File: config.mk
export PLATFORM = sky130hd
export DESIGN_NAME = pipe_stage_skid_flat
export DESIGN_NICKNAME = d
export VERILOG_FILES = /design/src/rtl/pipe_pkg.sv /design/src/rtl/pipe_stage_skid_if.sv /design/src/rtl/pipe_stage_skid_slot.sv /design/src/rtl/pipe_stage_skid.sv /design/src/flat_wrapper.sv
export SDC_FILE = /design/constraint.sdc
export NUM_CORES = 1
export LEC_CHECK = 0
export ABC_AREA = 1
export CORE_MARGIN = 3
export CORE_UTILIZATION = 25
export DETAILED_ROUTE_END_ITERATION = 16
export SYNTH_ARGS = -nofsm -noshare
export SYNTH_HDL_FRONTEND = slang
export SYNTH_SLANG_ARGS = --single-unit
File: constraint.sdc
create_clock -name CLK -period 2.7 [get_ports CLK]
set_input_delay 0.54 -clock CLK [delete_from_list [all_inputs] [get_ports CLK]]
set_output_delay 0.54 -clock CLK [all_outputs]
set_load 0.02 [all_outputs]
File: src/rtl/pipe_pkg.sv
// Shared definitions for the pipeline-stage register: occupancy states and
// the MEM/WB payload widths used when instantiating the stage at top level.
package pipe_pkg;

   typedef enum logic [1:0] {
      ST_EMPTY = 2'd0,
      ST_ONE   = 2'd1,
      ST_TWO   = 2'd2
   } cnt_st_e;

   localparam int MEMWB_CTRL_W = 2;
   localparam int MEMWB_DATA_W = 64;
   localparam int MEMWB_TAG_W  = 5;

endpackage

File: src/rtl/pipe_stage_skid_if.sv
// Valid/ready payload stream between two pipeline stages; the producer
// side uses the master modport, the consumer side the slave modport.
interface pipe_stage_skid_if
   import pipe_pkg::*;
#(
   parameter int CTRL_W = MEMWB_CTRL_W,
   parameter int DATA_W = MEMWB_DATA_W,
   parameter int TAG_W  = MEMWB_TAG_W
);

   logic              VALID;
   logic              READY;
   logic [CTRL_W-1:0] CTRL;
   logic [DATA_W-1:0] DATA;
   logic [TAG_W-1:0]  TAG;

   modport master (output VALID, CTRL, DATA, TAG, input  READY);
   modport slave  (input  VALID, CTRL, DATA, TAG, output READY);

endinterface

File: src/rtl/pipe_stage_skid_slot.sv
// One payload slot: valid bit plus ctrl/data/tag. Clearing drops valid and
// zeroes ctrl only, so an empty slot always presents a bubble.
module pipe_slot
   import pipe_pkg::*;
#(
   parameter int CTRL_W = MEMWB_CTRL_W,
   parameter int DATA_W = MEMWB_DATA_W,
   parameter int TAG_W  = MEMWB_TAG_W
) (
   input  logic              CLK,
   input  logic              RESET,
   input  logic              load,
   input  logic              clear,
   input  logic [CTRL_W-1:0] d_ctrl,
   input  logic [DATA_W-1:0] d_data,
   input  logic [TAG_W-1:0]  d_tag,
   output logic              valid,
   output logic [CTRL_W-1:0] ctrl,
   output logic [DATA_W-1:0] data,
   output logic [TAG_W-1:0]  tag
);

   always_ff @(posedge CLK) begin
      if (!RESET) begin
         valid <= 1'b0;
         ctrl  <= '0;
         data  <= '0;
         tag   <= '0;
      end else if (clear) begin
         valid <= 1'b0;
         ctrl  <= '0;
      end else if (load) begin
         valid <= 1'b1;
         ctrl  <= d_ctrl;
         data  <= d_data;
         tag   <= d_tag;
      end
   end

endmodule

File: src/rtl/pipe_stage_skid.sv
// Pipeline-stage register with valid/ready handshake, optional two-entry
// skid buffer, STALL freeze, FLUSH bubble insertion and occupancy count.
module pipe_stage_skid
   import pipe_pkg::*;
#(
   parameter int CTRL_W = MEMWB_CTRL_W,
   parameter int DATA_W = MEMWB_DATA_W,
   parameter int TAG_W  = MEMWB_TAG_W,
   parameter int SKID   = 1
) (
   input  logic                   CLK,
   input  logic                   RESET,
   input  logic                   STALL,
   input  logic                   FLUSH,
   pipe_stage_skid_if.slave       in_bus,
   pipe_stage_skid_if.master      out_bus,
   output logic [1:0]             COUNT
);

   cnt_st_e st, st_nxt;

   logic              m_valid, s_valid;
   logic [CTRL_W-1:0] m_ctrl, s_ctrl, m_d_ctrl;
   logic [DATA_W-1:0] m_data, s_data, m_d_data;
   logic [TAG_W-1:0]  m_tag, s_tag, m_d_tag;
   logic              m_load, m_clr, m_from_s, s_load, s_clr;
   logic              in_ready, out_valid, acc, rel;

   assign out_valid = m_valid & ~STALL;
   assign acc       = in_bus.VALID & in_ready;
   assign rel       = out_valid & out_bus.READY;

   // The skid build keeps IN_READY off the OUT_READY path entirely.
   if (SKID != 0) begin : g_rdy_skid
      assign in_ready = ~STALL & ~s_valid;
   end else begin : g_rdy_flow
      assign in_ready = ~STALL & (~m_valid | out_bus.READY);
   end

   always_ff @(posedge CLK) begin
      if (!RESET) st <= ST_EMPTY;
      else        st <= st_nxt;
   end

   // In the single-slot build an accept from ONE always coincides with a
   // release, so the ONE->TWO arc is never taken there.
   always_comb begin
      st_nxt   = st;
      m_load   = 1'b0;
      m_clr    = 1'b0;
      m_from_s = 1'b0;
      s_load   = 1'b0;
      s_clr    = 1'b0;
      if (FLUSH) begin
         st_nxt = ST_EMPTY;
         m_clr  = 1'b1;
         s_clr  = 1'b1;
      end else if (!STALL) begin
         case (st)
            ST_EMPTY: if (acc) begin
               m_load = 1'b1;
               st_nxt = ST_ONE;
            end
            ST_ONE: begin
               if (acc && rel) begin
                  m_load = 1'b1;
               end else if (acc) begin
                  s_load = 1'b1;
                  st_nxt = ST_TWO;
               end else if (rel) begin
                  m_clr  = 1'b1;
                  st_nxt = ST_EMPTY;
               end
            end
            ST_TWO: if (rel) begin
               m_load   = 1'b1;
               m_from_s = 1'b1;
               s_clr    = 1'b1;
               st_nxt   = ST_ONE;
            end
            default: st_nxt = ST_EMPTY;
         endcase
      end
   end

   assign m_d_ctrl = m_from_s ? s_ctrl : in_bus.CTRL;
   assign m_d_data = m_from_s ? s_data : in_bus.DATA;
   assign m_d_tag  = m_from_s ? s_tag  : in_bus.TAG;

   pipe_slot #(.CTRL_W(CTRL_W), .DATA_W(DATA_W), .TAG_W(TAG_W)) u_m (
      .CLK    (CLK),
      .RESET  (RESET),
      .load   (m_load),
      .clear  (m_clr),
      .d_ctrl (m_d_ctrl),
      .d_data (m_d_data),
      .d_tag  (m_d_tag),
      .valid  (m_valid),
      .ctrl   (m_ctrl),
      .data   (m_data),
      .tag    (m_tag)
   );

   if (SKID != 0) begin : g_skid
      pipe_slot #(.CTRL_W(CTRL_W), .DATA_W(DATA_W), .TAG_W(TAG_W)) u_s (
         .CLK    (CLK),
         .RESET  (RESET),
         .load   (s_load),
         .clear  (s_clr),
         .d_ctrl (in_bus.CTRL),
         .d_data (in_bus.DATA),
         .d_tag  (in_bus.TAG),
         .valid  (s_valid),
         .ctrl   (s_ctrl),
         .data   (s_data),
         .tag    (s_tag)
      );
   end else begin : g_noskid
      logic unused_s;
      assign s_valid  = 1'b0;
      assign s_ctrl   = '0;
      assign s_data   = '0;
      assign s_tag    = '0;
      assign unused_s = ^{s_load, s_clr, s_valid};
   end

   assign in_bus.READY  = in_ready;
   assign out_bus.VALID = out_valid;
   assign out_bus.CTRL  = m_ctrl;
   assign out_bus.DATA  = m_data;
   assign out_bus.TAG   = m_tag;
   assign COUNT         = st;

endmodule

File: src/flat_wrapper.sv
// flat-port wrapper written by rule: the top's interface ports become plain ports
module pipe_stage_skid_flat import pipe_pkg::*;
#(
   parameter int CTRL_W = MEMWB_CTRL_W,
   parameter int DATA_W = MEMWB_DATA_W,
   parameter int TAG_W  = MEMWB_TAG_W,
   parameter int SKID   = 1
)
  (CLK, RESET, STALL, FLUSH, COUNT, in_bus_VALID, in_bus_CTRL, in_bus_DATA, in_bus_TAG, in_bus_READY, out_bus_VALID, out_bus_CTRL, out_bus_DATA, out_bus_TAG, out_bus_READY);
  pipe_stage_skid_if #(.CTRL_W(CTRL_W), .DATA_W(DATA_W), .TAG_W(TAG_W)) in_bus_i ();
  pipe_stage_skid_if #(.CTRL_W(CTRL_W), .DATA_W(DATA_W), .TAG_W(TAG_W)) out_bus_i ();
  input  logic CLK;
  input  logic RESET;
  input  logic STALL;
  input  logic FLUSH;
  output logic [1:0] COUNT;
  input wire logic [$bits(in_bus_i.VALID)-1:0] in_bus_VALID;
  input wire logic [$bits(in_bus_i.CTRL)-1:0] in_bus_CTRL;
  input wire logic [$bits(in_bus_i.DATA)-1:0] in_bus_DATA;
  input wire logic [$bits(in_bus_i.TAG)-1:0] in_bus_TAG;
  output wire logic [$bits(in_bus_i.READY)-1:0] in_bus_READY;
  output wire logic [$bits(out_bus_i.VALID)-1:0] out_bus_VALID;
  output wire logic [$bits(out_bus_i.CTRL)-1:0] out_bus_CTRL;
  output wire logic [$bits(out_bus_i.DATA)-1:0] out_bus_DATA;
  output wire logic [$bits(out_bus_i.TAG)-1:0] out_bus_TAG;
  input wire logic [$bits(out_bus_i.READY)-1:0] out_bus_READY;
  assign in_bus_i.VALID = in_bus_VALID;
  assign in_bus_i.CTRL = in_bus_CTRL;
  assign in_bus_i.DATA = in_bus_DATA;
  assign in_bus_i.TAG = in_bus_TAG;
  assign in_bus_READY = in_bus_i.READY;
  assign out_bus_VALID = out_bus_i.VALID;
  assign out_bus_CTRL = out_bus_i.CTRL;
  assign out_bus_DATA = out_bus_i.DATA;
  assign out_bus_TAG = out_bus_i.TAG;
  assign out_bus_i.READY = out_bus_READY;
  pipe_stage_skid #(.CTRL_W(CTRL_W), .DATA_W(DATA_W), .TAG_W(TAG_W), .SKID(SKID)) u_core (.CLK(CLK), .RESET(RESET), .STALL(STALL), .FLUSH(FLUSH), .in_bus(in_bus_i), .out_bus(out_bus_i), .COUNT(COUNT));
endmodule
==> reports/results.ini <==
[outcome]
status = finished, final reports clean

[yosys]
synth_cells = 1015
synth_cell_type_count = 19
yosys_warnings = 0
synthesis.nets = 1092
synth_top_flop_cell = dfxtp_1
synth_area_leaders = dfxtp_1, nand2_1, nor2_1
yosysMostFrequentCell = nand2_1
synth_edf_count = 0
ys_seq_elements = 146
syn_area_um2 = 6530
synth-seq-area-share = 0.448
avgSynthCellArea_um2 = 6.43
synth_common_cells = nand2_1, nor2_1, dfxtp_1
synth_top_area_cell = dfxtp_1
async_reset_ff_frac = 0
yosys.area.top_type_share = 0.448

[routing]
first_iter_violations = 358
dr_wl_met2_mm = 8.25
wl_per_cell_um = 12.3
dr_wl_met3_mm = 1.03
vias = 6213
wirelength_mm = 18.2
vias_per_cell = 4.21
top_layer_used = met4
drc_errors = 0
dr.pass1.iters = 4
drt.antenna.violating_nets = 0
wl_met1_mm = 8.72

[clock_network]
clock_path_buffers = 2
cts-root-buf = clkbuf_16
hold_buffers = 0
cts_sinks = 146
cts_resized = 0
clock_latency_ns = 0.42
cts_setup_buffers = 0
cts_tree = done
htreeDepth = 4
clkTransAtPathRegs_ns = 0.06
cts_buffers = 17

[sta]
setup_ws_ns = 0.286
maxSlewViolCount = 0
skew_ns = 0.00836
holdWs_ns = 0.443
rsz0062_at_grt = false
min_period_ns = 2.41
fin_crit_sh = 0.894
slew_headroom = 0.615
setup_viol = 0
hold_violations = 0
tns_ns = 0
fmax_mhz = 414
worst_slew_pin_slew_ns = 0.578

[setup_path]
cp.required_ns = 2.16
cpMostUsedCell = clkdlybuf4s50_1
max_stage_delay_ns = 0.69
critical_path.startpoint_type = input pin
crit_chain = clkdlybuf4s50_1, nor2_2, clkdlybuf4s50_1
crit_type = input pin to primary output
cpMaxStageDelayCell = clkdlybuf4s50_1
worstSetupEndpointType = primary output
crit_arrival_ns = 1.87
path_max_fanout = 4

[hold_path]
min_path_type = flip-flop to flip-flop

[cells_and_area]
drive_gt1_frac = 0.0497
fin_util = 0.352
synthToLayoutAreaGrowth_pct = 37.0
final_nets = 1211
fillers = 2724

[grt]
grt_pass1_wl_mm = 29.9
grtUsageTotal = 0.131
overflow = 0
grt_max_degree = 96
antenna_found_initial = 0
first_global_vias = 5762

[floorplanning]
start_util = 0.257
die_area_um2 = 28100
num_rows = 58
pin_count = 152
core_um2 = 25400
dieHeight_um = 168
die_w_um = 168

[pwr]
p_per_area_nw_per_um2 = 579
p_int_uw = 3960
pwr-share-clk = 0.473
switching_share = 0.236
comb_power_share = 0.098
ir_drop_mv = 0.266
p_sw_uw = 1220
p_seq_frac = 0.429
p_leak_uw = 0.00396

[run]
maxCapViolCount = 0

[placement]
dp_hpwl_mm = 11.6
io_buffers = 151
gp_congestion = 0.727
dp_slack_ns = 0.284

==> power groups by stage <==
stage	Clock, uW	Sequential [uW]	Combinational (uW)
finish	2450	2220	509
global route	2620	2230	568
CTS	2540	2220	516
detailed placement	0	2270	511
global placement	0	2270	510
floorplan	0	2310	206
==> routing by layer <==
metal | vias to the layer above | global-route usage
li1 | 3318 | -
met1 | 2741 | 0.170
met2 | 139 | 0.217
met3 | 15 | 0.0314
met4 | 0 | 0.0370
met5 | - | 0
==> cell families after synthesis <==
family                 synth area share
and+or+nand+nor                   0.347
buffers and inverters             0.110
AOI/OAI and AO/OA                0.0958
DFF                               0.448
==> cells in the final DEF (no fill, tap or decap), types with 2 or more instances in the layout <==
| master | n |
|---|---|
| a21oi_1 | 26 |
| buf_12 | 8 |
| buf_4 | 7 |
| bufinv_16 | 3 |
| clkbuf_16 | 17 |
| clkbuf_8 | 3 |
| clkdlybuf4s50_1 | 150 |
| clkinv_2 | 6 |
| clkinvlp_4 | 2 |
| dfxtp_1 | 146 |
| inv_1 | 99 |
| inv_2 | 4 |
| nand2_1 | 271 |
| nand2_4 | 3 |
| nand3_1 | 51 |
| nor2_1 | 248 |
| o21ai_0 | 71 |
| o21ai_1 | 25 |
==> path summary, 6_finish.rpt <==
check	from	endpoint	slack, ns	depth (start not counted)
worst max-delay path	STALL	in_bus_READY	0.29	3
worst min-delay path	u_core.g_skid.u_s.data[1]$_SDFFE_PN0P_	u_core.g_skid.u_s.data[1]$_SDFFE_PN0P_	0.44	2
worst max register to register	u_core.COUNT[1]$_SDFFE_PP0P_	u_core.u_m.data[8]$_SDFFE_PN0P_	1.01	7
worst min register to register	u_core.g_skid.u_s.data[1]$_SDFFE_PN0P_	u_core.g_skid.u_s.data[1]$_SDFFE_PN0P_	0.44	2
==> stage by stage <==
stage                     area, um^2  cells  total power, uW
final                           8940   1477             5180
after global routing            8940   1476             5410
after CTS                       8940   1476             5280
after detailed placement        8340   1445             2780
after global placement          8340   1445             2780
after floorplan                 6530   1015             2520
==> sequential cells by signal (all words and copies together), names as in the netlist <==
signal	cells
u_core.COUNT	2
u_core.g_skid.u_s.ctrl	2
u_core.g_skid.u_s.data	64
u_core.g_skid.u_s.tag	5
u_core.g_skid.u_s.valid	1
u_core.u_m.ctrl	2
u_core.u_m.data	64
u_core.u_m.tag	5
u_core.u_m.valid	1
==> layout make-up <==
cell class | instances | area (um^2) | area share
Clock inverter | 11 | 135 | 0.0151
Clock buffer | 20 | 467 | 0.0522
Tap cell | 330 | 413 | 0.0462
Sequential cell | 146 | 2920 | 0.327
Antenna cell | 1 | 2.50 | 0.000280
Timing Repair Buffer | 165 | 1710 | 0.192
Inverter | 103 | 387 | 0.0432
Multi-Input combinational cell | 701 | 2900 | 0.325
==> critical path, delay by kind of cell <==
family,cells,cell delay (ns)
and+or+nand+nor,1,0.17
buffers and inverters,2,1.16
(Power assumes the default switching activity.)
==> RTL edit 1: new RTL, same settings <==
Put one more register stage on the output `COUNT`. The value now appears one clock later. The other outputs are not delayed to match.
--- a/src/rtl/pipe_stage_skid.sv
+++ b/src/rtl/pipe_stage_skid.sv
@@ -131,3 +131,5 @@
    assign out_bus.TAG   = m_tag;
-   assign COUNT         = st;
+   always_ff @(posedge CLK) begin
+      COUNT <= st;
+   end
 
Function: changed (Yosys sat finds a counterexample within 4 cycles, from zero or initial values and one cycle with RESET low).
==> RTL edit 1 against the unedited design <==
Routed wire length is 4.5% higher. Via count is 3.1% higher. Final area is 0.41% higher. Highest routed layer unchanged. Global-route usage is 0.52 points higher. Largest cell class is now multi-input gates. Power is 1.1% lower. Sequential cell count is 2 higher. Utilization is 0.058 points lower. Critical path depth stayed put. Setup slack worse by 110 ps. Die area is 0.94% higher. Area after synthesis is 0.98% higher.
==> RTL edit 1: results (changes against the unedited design) <==
** Finish
- The antenna diode instance count was 0 (-1).
- Share of cells above drive strength 1 :: 0.0471 (-0.00265)
- The total of fill cells in the finished design is 2,749 (+0.92%).
- Final net count :: 1,232 (+1.7%)
- Final instance area :: 8980 um2 (+0.41%)

** Route
- The post-detailed-route via-to-cell ratio came to 4.28 (+1.7%).
- The starting DRC count in detailed routing was 338 (-5.6%).
- The detailed-route wire length came to 19.0 mm (+4.5%).
- The total via count in the routed design came to 6,407 (+3.1%).
- Number of iterations in the first detailed-routing pass :: 5 (+1)

** Placed design
- Instance area after placement :: 8400 um2 (+0.71%)
- The number of buffer cells added on primary ports came to 151 (unchanged).
- Dpl cells :: 1,466 (+1.5%)
- Worst slack at placement :: 176 ps (-108 ps)
- HPWL after detailed placement :: 12.0 mm (+3.6%)
- The global placer's final weighted congestion was 0.745 (+2.5%).

** Worst setup path
- The largest incremental delay on the critical path is 690 ps (about the same).
- The data arrival time of the critical path was 1980 ps (+110 ps).

** Clock network
- The H-tree depth came to 4 (unchanged).
- Post-CTS setup buffer count :: 0 (unchanged)

** Status
- Result of the run :: complete, no violations

** Synthesis
- The average footprint of a synthesized cell is 6.37 um2 (-0.97%).
- The share of the yosys chip area belonging to registers was 0.449 (+0.00174).
- Post-synth top cells :: 295 x sky130_fd_sc_hd__nand2_1, 290 x sky130_fd_sc_hd__nor2_1, 148 x sky130_fd_sc_hd__dfxtp_1, 75 x sky130_fd_sc_hd__inv_1, 75 x sky130_fd_sc_hd__nand3_1
- Yosys attributes the largest share of cell area to sky130_fd_sc_hd__dfxtp_1 45%, sky130_fd_sc_hd__nand2_1 17%, sky130_fd_sc_hd__nor2_1 17%.
- The share of async-settable or async-resettable flops after synthesis was 0 (unchanged).
- Complex-gate fraction of the synthesized area :: 0.0600 (-0.0358)
- The net count after synthesis came to 1,112 (+1.8%).
- The count of unique library cells instantiated by Yosys was 21 (+2).

** Global route
- The initial antenna violation count is 0 (unchanged).
- The first-pass GRT wire length was 31.1 mm (+4.0%).
- Maximum number of pins on one net before global-route repair :: 69 (-28%)
- Tot GR Track Use :: 0.136 (+0.00521)
- Vias in the first global route :: 6,051 (+5.0%)

** Power
- Static leakage :: 3.94 nW (-0.38%)
- Tot Pwr :: 0.00513 W (-1.1%)
- Cell internal power dissipation :: 0.00391 W (-1.2%)
- The maximum resistive drop on vdd was 0.302 mV (+13%).
- The combinational group share of total power was 0.100 (+0.002).

** Timing
- The worst-case headroom to the max-slew limit is 0.632 (+0.0175).
- Worst clock skew :: 16.4 ps (+8.01 ps)
[RTL edit 1: per-layer routing]
layer | wire (um) | GRT usage | vias up
li1 | - | - | 3384
met1 | 8950 | 0.172 | 2871
met2 | 8690 | 0.222 | 134
met3 | 991 | 0.0329 | 18
met4 | 421 | 0.0559 | 0
met5 | 0 | 0 | -
[RTL edit 1: path summary, 6_finish.rpt]
| check | from | end | slack (ps) | cells past startpoint |
|---|---|---|---|---|
| max | STALL | in_bus_READY | 180 | 3 |
| min | u_core.st[1] | u_core.COUNT[1] | 430 | 0 |
| max reg2reg | u_core.st[0] | u_core.u_m.data[45] | 1000 | 9 |
| min reg2reg | u_core.st[1] | u_core.COUNT[1] | 430 | 0 |
[RTL edit 1: cell type report]
type | instances | area share
flip-flops and latches | 148 | 0.330
well taps | 330 | 0.0460
multi-input cells | 743 | 0.338
clock inverters | 8 | 0.0111
inverters | 78 | 0.0326
clock buffers | 24 | 0.0536
repair buffers | 167 | 0.188
==> RTL edit 2: new RTL, same settings <==
Made on the original files. Set the package constant `MEMWB_DATA_W` to 68 (it was 64).
--- a/src/rtl/pipe_pkg.sv
+++ b/src/rtl/pipe_pkg.sv
@@ -11,3 +11,3 @@
    localparam int MEMWB_CTRL_W = 2;
-   localparam int MEMWB_DATA_W = 64;
+   localparam int MEMWB_DATA_W = 68;
    localparam int MEMWB_TAG_W  = 5;
Interface: changed (resized in_bus_DATA and out_bus_DATA); port bits go from 152 to 160. The function was not compared with the original's and may differ.
==> RTL edit 2 against the unedited design <==
Die area is 4.8% higher. Setup slack better by 2.9 ps. Highest routed layer is now met5. Utilization grew 0.41 points. Hold slack better by 2.8 ps. Area after synthesis up 4.9%. Sequential cell count is 8 higher. Routed wire length up 4.4%. Count of clock-buffer cells in the layout fell by 1. Final area increased by 5.6%. Critical path type unchanged. Power rose by 7.8%.
==> RTL edit 2: results (changes against the unedited design) <==
** Placed design
- The instance count after placement with tap cells included is 1,508 (+4.4%).
- Instance area after placement :: 8770 um2 (+5.2%)
- The half-perimeter wire length after detailed placement came to 12.1 mm (+4.6%).
- The number of buffer cells added on primary ports came to 159 (+5.3%).
- Final weighted congestion of routability-driven global placement :: 0.755 (+3.7%)
- The setup slack at placement was 253 ps (-31.5 ps).

** Route
- The wire length per cell after detailed routing is 12.3 um (about the same).
- Routed metal-1 wire length :: 9.05 mm (+3.7%)
- Detailed-routed wire length on met3 :: 978 um (-4.9%)
- Uppermost metal layer occupied by signal nets :: met5
- Mean number of vias per cell :: 4.21 (about the same)
- Via count of the routed design :: 6,486 (+4.4%)

** Synthesis
- Yosys attributes the largest share of cell area to sky130_fd_sc_hd__dfxtp_1 45%, sky130_fd_sc_hd__nand2_1 16%, sky130_fd_sc_hd__nor2_1 14%.
- The commonest cells after synthesis are 285 x sky130_fd_sc_hd__nand2_1, 255 x sky130_fd_sc_hd__nor2_1, 154 x sky130_fd_sc_hd__dfxtp_1, 108 x sky130_fd_sc_hd__inv_1, 70 x sky130_fd_sc_hd__o21ai_0.
- The post-synthesis instance total was 1,067 (+5.1%).
- The compound-cell area share of the yosys netlist was 0.100 (+0.00425).
- The post-synthesis share of cell area spent on xor and xnor gates came to 0 (unchanged).
- For this run, the leading register cell type out of synthesis is sky130_fd_sc_hd__dfxtp_1.
- The share of the yosys chip area belonging to registers is 0.450 (+0.00229).
- Post-synth net total :: 1,148 (+5.1%)

** Timing
- Clock period minus final worst setup slack :: 2410 ps (-2.87 ps)
- The post-route clock skew came to 7.54 ps (-0.816 ps).
- The worst hold slack was 446 ps (+2.77 ps).

** Worst hold path
- Hold crit path type :: reg -> reg
- Hold Path Cell Cnt :: 2 (unchanged)
- End point of the most critical hold path :: u_core.g_skid.u_s.tag[2]
- Startpoint of the tightest hold check path :: u_core.g_skid.u_s.tag[2]

** Power
- The standby leakage power was 4.16 nW (+5.2%).
- The total net switching power was 0.00131 W (+6.6%).
- The total power density per cell area was 592 nW/um2 (+2.1%).
- Part of the power in combinational logic :: 0.096 (-0.002)
- Maximum vdd ir drop :: 0.264 mV (-1.0%)
- The power drawn by the clock network came to 0.00271 W (+11%).

** Worst setup path
- In this run the critical register-to-register path is captured at u_core.g_skid.u_s.tag[4].
- The worst register-to-register path begins at u_core.g_skid.u_s.valid.
- Delay of the slowest cell on the worst path :: 660 ps (-30 ps)

** Global route
- Initial antenna violation count :: 2 (+2)
- Vias in the first global route :: 5,839 (+1.3%)
- Tot GR Track Use :: 0.129 (-0.00148)
- Global-route met3 utilization :: 0.0349 (+0.00354)
- The pin count of the biggest net entering global routing was 104 (+8.3%).
- Global routing usage on met2 :: 0.209 (-0.00776)

** Finish
- Top flop regs :: u_core.g_skid.u_s.data: 68 flops, u_core.u_m.data: 68 flops
- Final net count :: 1,273 (+5.1%)
- Share of cells above drive strength 1 :: 0.0498 (+0.0000543)

** Status
- Result of the run :: complete, no violations
[RTL edit 2: changes by cell type in the layout (fill, tap and decap cells not counted), moves of 2 or more]
cell	change
sky130_fd_sc_hd__nand2_1	+13
sky130_fd_sc_hd__o21ai_1	+9
sky130_fd_sc_hd__clkdlybuf4s50_1	+8
sky130_fd_sc_hd__dfxtp_1	+8
sky130_fd_sc_hd__inv_1	+8
sky130_fd_sc_hd__nor2_1	+7
sky130_fd_sc_hd__clkinv_2	-5
sky130_fd_sc_hd__a21oi_1	+4
sky130_fd_sc_hd__bufinv_16	+2
sky130_fd_sc_hd__clkinvlp_4	+2
[RTL edit 2: layout make-up]
class / instances / area [um2]
tap: 335 / 419
clock inverter: 13 / 214
sequential: 154 / 3080
antenna: 1 / 2.50
multi-input combinational: 733 / 3030
fill: 2762 / 17100
timing repair buffer: 175 / 1820
inverter: 111 / 417
clock buffer: 19 / 453
